## config.mk

```make
export PLATFORM = sky130hd
export DESIGN_NAME = llc_pipe_ctrl
export DESIGN_NICKNAME = d
export VERILOG_FILES = /design/src/rtl/llc_pipe_ctrl_pkg.sv /design/src/rtl/llc_set_conflict.sv /design/src/rtl/llc_pipe_ctrl.sv
export SDC_FILE = /design/constraint.sdc
export NUM_CORES = 1
export LEC_CHECK = 0
export BUFFER_PORTS_ARGS = -buffer_cell sky130_fd_sc_hd__buf_2
export CORE_MARGIN = 2
export CORE_UTILIZATION = 57
export CTS_CLUSTER_SIZE = 12
export DETAILED_ROUTE_END_ITERATION = 7
export PLACE_DENSITY_LB_ADDON = 0.12
export SETUP_SLACK_MARGIN = 0.4
export SLEW_MARGIN = 10
export SYNTH_ARGS = -nofsm -noshare
export SYNTH_HDL_FRONTEND = slang
export SYNTH_SLANG_ARGS = --single-unit
```

## constraint.sdc

```tcl
create_clock -name clk -period 2.3 [get_ports clk]
set_input_delay 0.345 -clock clk [delete_from_list [all_inputs] [get_ports clk]]
set_output_delay 0.345 -clock clk [all_outputs]
set_load 0.01 [all_outputs]
```

## src/rtl/llc_pipe_ctrl_pkg.sv

```systemverilog
// LLC pipeline control: shared cache set type, FSM states and
// the saturating helper used by the conflict stall counter.
package llc_pipe_ctrl_pkg;

    localparam int LLC_SET_BITS = 8;

    typedef logic [LLC_SET_BITS-1:0] llc_set_t;

    typedef enum logic [1:0] {
        ST_RUN    = 2'd0,
        ST_DRAIN  = 2'd1,
        ST_SERIAL = 2'd2
    } llc_fsm_e;

    localparam logic [15:0] CONFLICT_CNT_MAX = 16'hFFFF;

    function automatic logic [15:0] sat_inc16(input logic [15:0] v);
        return (v == CONFLICT_CNT_MAX) ? v : v + 16'd1;
    endfunction

endpackage

```

## src/rtl/llc_set_conflict.sv

```systemverilog
// Flags an incoming request whose set is still owned by any
// valid stage of the LLC pipeline.
module llc_set_conflict
    import llc_pipe_ctrl_pkg::*;
(
    input  logic [LLC_SET_BITS-1:0] issue_set_i,
    input  logic [3:0]              stage_v_i,
    input  logic [LLC_SET_BITS-1:0] set_mem_i,
    input  logic [LLC_SET_BITS-1:0] set_look_i,
    input  logic [LLC_SET_BITS-1:0] set_proc_i,
    input  logic [LLC_SET_BITS-1:0] set_upd_i,
    output logic                    conflict_o
);

    logic [3:0] hit;

    assign hit[0] = stage_v_i[0] & (issue_set_i == set_mem_i);
    assign hit[1] = stage_v_i[1] & (issue_set_i == set_look_i);
    assign hit[2] = stage_v_i[2] & (issue_set_i == set_proc_i);
    assign hit[3] = stage_v_i[3] & (issue_set_i == set_upd_i);

    assign conflict_o = |hit;

endmodule

```

## src/rtl/llc_pipe_ctrl.sv

```systemverilog
// LLC request pipeline control: mem -> lookup -> proc -> update,
// with set-conflict stalls and a drain-then-serialise mode.
module llc_pipe_ctrl
    import llc_pipe_ctrl_pkg::*;
(
    input  logic                    clk,
    input  logic                    rst,
    input  logic                    issue_valid,
    input  logic                    issue_serial,
    input  logic [LLC_SET_BITS-1:0] issue_set,
    output logic                    issue_ready,
    input  logic                    process_done,
    output logic                    fifo_push_mem,
    output logic                    fifo_pop_mem,
    output logic                    fifo_push_lookup,
    output logic                    fifo_pop_lookup,
    output logic                    fifo_push_proc,
    output logic                    fifo_pop_proc,
    output logic                    mem_rd_en,
    output logic                    update_en,
    output logic                    pipe_empty,
    output logic [15:0]             conflict_cnt
);

    logic v_mem_q, v_look_q, v_proc_q, v_upd_q;
    logic v_mem_d, v_look_d, v_proc_d, v_upd_d;

    llc_set_t set_mem_q, set_look_q, set_proc_q, set_upd_q;

    llc_fsm_e    state_q, state_d;
    logic [15:0] cnt_q, cnt_d;

    logic conflict;
    logic proc_adv, look_adv, mem_adv, mem_free;
    logic ready, accept, conflict_stall;

    llc_set_conflict u_conflict (
        .issue_set_i (issue_set),
        .stage_v_i   ({v_upd_q, v_proc_q, v_look_q, v_mem_q}),
        .set_mem_i   (set_mem_q),
        .set_look_i  (set_look_q),
        .set_proc_i  (set_proc_q),
        .set_upd_i   (set_upd_q),
        .conflict_o  (conflict)
    );

    // Each stage moves when the stage ahead is empty or moving itself.
    assign proc_adv = v_proc_q & process_done;
    assign look_adv = v_look_q & (!v_proc_q | proc_adv);
    assign mem_adv  = v_mem_q & (!v_look_q | look_adv);
    assign mem_free = !v_mem_q | mem_adv;

    assign pipe_empty = !(v_mem_q | v_look_q | v_proc_q | v_upd_q);

    always_comb begin
        ready   = 1'b0;
        state_d = state_q;
        unique case (state_q)
            ST_RUN: begin
                ready = issue_serial ? pipe_empty : (!conflict & mem_free);
                if (issue_valid & issue_serial) begin
                    state_d = pipe_empty ? ST_SERIAL : ST_DRAIN;
                end
            end
            ST_DRAIN: begin
                ready = pipe_empty;
                if (!issue_valid) begin
                    state_d = ST_RUN;
                end else if (pipe_empty) begin
                    state_d = ST_SERIAL;
                end
            end
            ST_SERIAL: begin
                if (v_upd_q) begin
                    state_d = ST_RUN;
                end
            end
            default: state_d = ST_RUN;
        endcase
    end

    assign issue_ready = ready & rst;
    assign accept      = issue_valid & issue_ready;

    assign conflict_stall = issue_valid & (state_q == ST_RUN) & !issue_serial
                          & mem_free & conflict;

    assign cnt_d = conflict_stall ? sat_inc16(cnt_q) : cnt_q;

    assign v_mem_d  = accept | (v_mem_q & !mem_adv);
    assign v_look_d = mem_adv | (v_look_q & !look_adv);
    assign v_proc_d = look_adv | (v_proc_q & !proc_adv);
    assign v_upd_d  = proc_adv;

    always_ff @(posedge clk or negedge rst) begin
        if (!rst) begin
            v_mem_q    <= 1'b0;
            v_look_q   <= 1'b0;
            v_proc_q   <= 1'b0;
            v_upd_q    <= 1'b0;
            set_mem_q  <= '0;
            set_look_q <= '0;
            set_proc_q <= '0;
            set_upd_q  <= '0;
            state_q    <= ST_RUN;
            cnt_q      <= '0;
        end else begin
            v_mem_q  <= v_mem_d;
            v_look_q <= v_look_d;
            v_proc_q <= v_proc_d;
            v_upd_q  <= v_upd_d;
            if (accept)   set_mem_q  <= issue_set;
            if (mem_adv)  set_look_q <= set_mem_q;
            if (look_adv) set_proc_q <= set_look_q;
            if (proc_adv) set_upd_q  <= set_proc_q;
            state_q <= state_d;
            cnt_q   <= cnt_d;
        end
    end

    assign fifo_push_mem    = accept;
    assign mem_rd_en        = accept;
    assign fifo_pop_mem     = mem_adv;
    assign fifo_push_lookup = mem_adv;
    assign fifo_pop_lookup  = look_adv;
    assign fifo_push_proc   = look_adv;
    assign fifo_pop_proc    = proc_adv;
    assign update_en        = v_upd_q;
    assign conflict_cnt     = cnt_q;

endmodule
```

==> summary.md <==
| Metric | Value |
|---|---|
| Status | `complete, no violations` |
| YS warnings | `0` |
| Synth Area in XOR/XNOR | `roughly 15%` |
| Post-synth net total | `between 200 and 250` |
| Slowest-stage cell, CP | `dfrtp_1` |
| Crit end category | `output port` |
| Kind of critical path | `flop to output port` |
| Largest net degree at the start of global routing | `55` |
| Hold_buf cts | `0` |
| Hpwl dp | `roughly 3600 µm` |
| Routability cong. | `between 0.8 and 0.9` |
| CTS tree | `done` |
| Total gr overflow | `0` |
| HP Class | `primary input to async pin` |
| Total track usage | `between 20% and 30%` |
| Final hold vios | `0` |
| Multi-input gate area | `approximately 1400 µm²` |
| Area Growth Syn to Fin | `17.0%` |
| F_max | `0.436 GHz` |
| DR WL/cell | `~16 µm` |
| Tot Pwr | `about 3.2 mW` |
| Fin util | `between 60% and 70%` |
| Placed Cells incl. Taps | `308` |
| Bufs on Longest Clock Path | `2` |
| Post-Syn Area | `approximately 2800 µm²` |
| Setup Skew | `approximately 0.012 ns` |
| Antenna violations before repair | `0` |
| Power Density | `approximately 990 nW/µm²` |
| Critical R2R Launch | `set_proc_q[0]` |
| Tmin final | `approximately 2.3 ns` |
| Commonest non-fill, non-tap cells in the layout | `54 x dfrtp_1, 38 x xnor2_1, 35 x buf_2, 24 x mux2_2, 12 x buf_4` |
| I/O pins | `39` |
| Critical path launch point type | `flop` |
| Syn Area/Cell | `roughly 12 µm²` |
| DR vias/cell | `5.54` |
| Final ANT Viol Nets | `0` |
| Full die area | `approximately 5400 µm²` |
| Post-route insts no fill | `between 300 and 400` |
| CP required | `approximately 2.0 ns` |
| Tightest Pin Transition | `around 0.67 ns` |
| Max-cap violations | `0` |
| Critical Path Fanout Max | `3` |
| Slew HR | `between 50% and 60%` |
| Cells after synthesis | `about 230` |
| Filler cells | `344` |
| Post-synthesis simple-gate area fraction | `between 15 and 20%` |
| First-pass GRT wire length | `a little under 9000 µm` |
| Clock sink total | `between 50 and 60` |
| Height of the die | `73.7 µm` |
| Nets | `288` |
| Number of synthesized register bits | `54` |
| Final period util | `between 90 and 100%` |
| Clock latency on the worst-skew pair | `roughly 0.31 ns` |
| Vias in the first global route | `~1800` |
| Ys flop type | `dfrtp_1` |
| Number of enable flip-flop cells after synthesis | `0` |
| Worst path max stage delay | `between 0.4 and 0.5 ns` |
| FFs w/ async S/R, synth | `100%` |
| Mux share of post-synthesis cell area | `14.9%` |
| Final Setup Violations | `0` |
| Core area | `4690 µm²` |
| Slew Viols, Final | `0` |
| Pleak | `roughly 1.5 nW` |
| Root Driver | `clkbuf_8` |
| Site Rows | `25` |
| CP delay by family, top | `simple AND/OR/NAND/NOR gates` |
| Reg clk slew, reported paths | `about 0.10 ns` |
| Diode count | `0` |
| DRT Wirelength | `about 5200 µm` |
| FF-to-FF setup slack | `~0.15 ns` |
| Drt first-iter violations | `60` |
| Final TNS setup | `0 ns` |
| R2r worst-path depth | `10` |
| Commonest non-fill, non-tap cell in the layout | `dfrtp_1` |
| Reg2reg end | `set_mem_q[0]` |
| RSZ-0062 raised after global routing | `yes` |
| CP Data Arrival Time | `between 1.5 and 2 ns` |
| Register Area | `between 1000 and 1500 µm²` |
| Routed via count | `1822` |
| Sequential area share after synthesis | `about half` |
| Htree depth | `2` |
| Yosys cell types | `34` |
| Worst-path cell chain | `xnor2_1 -> nand4_1 -> nor4_2 -> a31oi_1 -> a31oi_4 -> and2b_1 -> buf_2` |
| Share of cells above drive strength 1 | `41.5%` |
| Peak supply drop | `about 0.52 mV` |
| Die width | `~74 µm` |
| Compound-Gate Fraction of Synth Area | `1.53%` |
| Initial core utilization | `between 50 and 60%` |
| CP bufs+invs | `1` |
| IO Port Bufs | `38` |
| First-pass DRT Iterations | `4` |
| Adder-cell share of the synthesized area | `0.451%` |
| DR DRC count | `0` |
| Main combinational cell family by area after synthesis | `simple AND/OR/NAND/NOR gates` |
| Cts bufs inserted | `5` |
## flip-flops by register name, indices dropped and copies added (netlist names)
signal and flops:
conflict_cnt 16, set_look_q 8, set_mem_q 8, set_proc_q 8
set_upd_q 8, state_q 2, update_en 1, v_look_q 1
v_mem_q 1, v_proc_q 1
## Yosys cell counts (2+ instances only)
cell / instances / share of area (%)
dfrtp_1: 54 / 49
xnor2_1: 39 / 12
mux2_2: 24 / 9.8
nand2_1: 13 / 1.8
nand3_1: 12 / 2.2
nand4_1: 10 / 2.3
buf_4: 9 / 2.4
and3_1: 8 / 1.8
mux2_4: 8 / 4.3
xor2_1: 7 / 2.2
inv_1: 6 / 0.81
nor2_1: 5 / 0.68
buf_2: 3 / 0.54
nand2b_1: 3 / 0.68
a31oi_1: 2 / 0.45
and2b_1: 2 / 0.54
and4_1: 2 / 0.63
nor3_1: 2 / 0.36
nor4_2: 2 / 0.90
## per-stage QoR
stage | setup slack (ns) | hold slack, ns | area [µm²]
2_1_floorplan | 0.402 | 0.0494 | 2780
3_3_place_gp | 0.165 | 0.471 | 2960
3_5_place_dp | 0.154 | 0.472 | 2960
4_1_cts | -0.0104 | 0.229 | 3170
5_1_grt | -0.105 | 0.258 | 3240
6_report | 0.00810 | 0.207 | 3240
## worst max path at each step
stage                       start  slack (ns)  cells past startpoint           to
CTS                       v_mem_q       -0.01                      6    mem_rd_en
detailed placement   issue_set[1]        0.15                      8  issue_ready
finish              set_proc_q[0]       0.008                      7  issue_ready
global placement     issue_set[1]        0.17                      8  issue_ready
global route        set_look_q[2]       -0.10                      7  issue_ready
floorplan            issue_set[3]        0.40                      8    mem_rd_en
## cells by family (layout without fill, tap and decap cells)
group / count (synthesis) / in the layout
flip-flops: 54 / 54
AND/OR/NAND/NOR: 68 / 68
multiplexers: 34 / 34
adder cells (fa/ha/maj): 1 / 1
AO/OA/AOI/OAI: 4 / 4
XOR/XNOR: 46 / 46
buffers and inverters: 19 / 68
## layer usage
metal | vias up | track usage [%] | wire (µm)
li1 | 869 | - | -
met1 | 914 | 27.3 | 2270
met2 | 34 | 36.1 | 2730
met3 | 5 | 3.70 | 159
met4 | 0 | 8.28 | 69
met5 | - | 0 | 0
## cell type report
type                            instances  share of cell area, %
Sequential cell                        54                   41.7
Clock inverter                          1                  0.154
Multi-Input combinational cell        153                   41.8
Clock buffer                            7                   2.66
Tap cell                               54                   2.08
Timing Repair Buffer                   54                   10.9
Inverter                                6                  0.772
## power breakdown
| part | leakage, nW | switching (mW) | internal [mW] |
|---|---|---|---|
| Clock | 0.0482 | 0.297 | 0.243 |
| Sequential | 0.689 | 0.275 | 1.25 |
| Combinational | 0.804 | 0.454 | 0.701 |
| Total | 1.54 | 1.03 | 2.20 |
## timing repair
item,4_1_cts,5_1_grt
resized for setup,11,12
buffers inserted,9,4
gates cloned,0,0
setup endpoints to repair,22,31
pin swaps,5,4
Note: power is estimated with default switching activity, not from simulation.
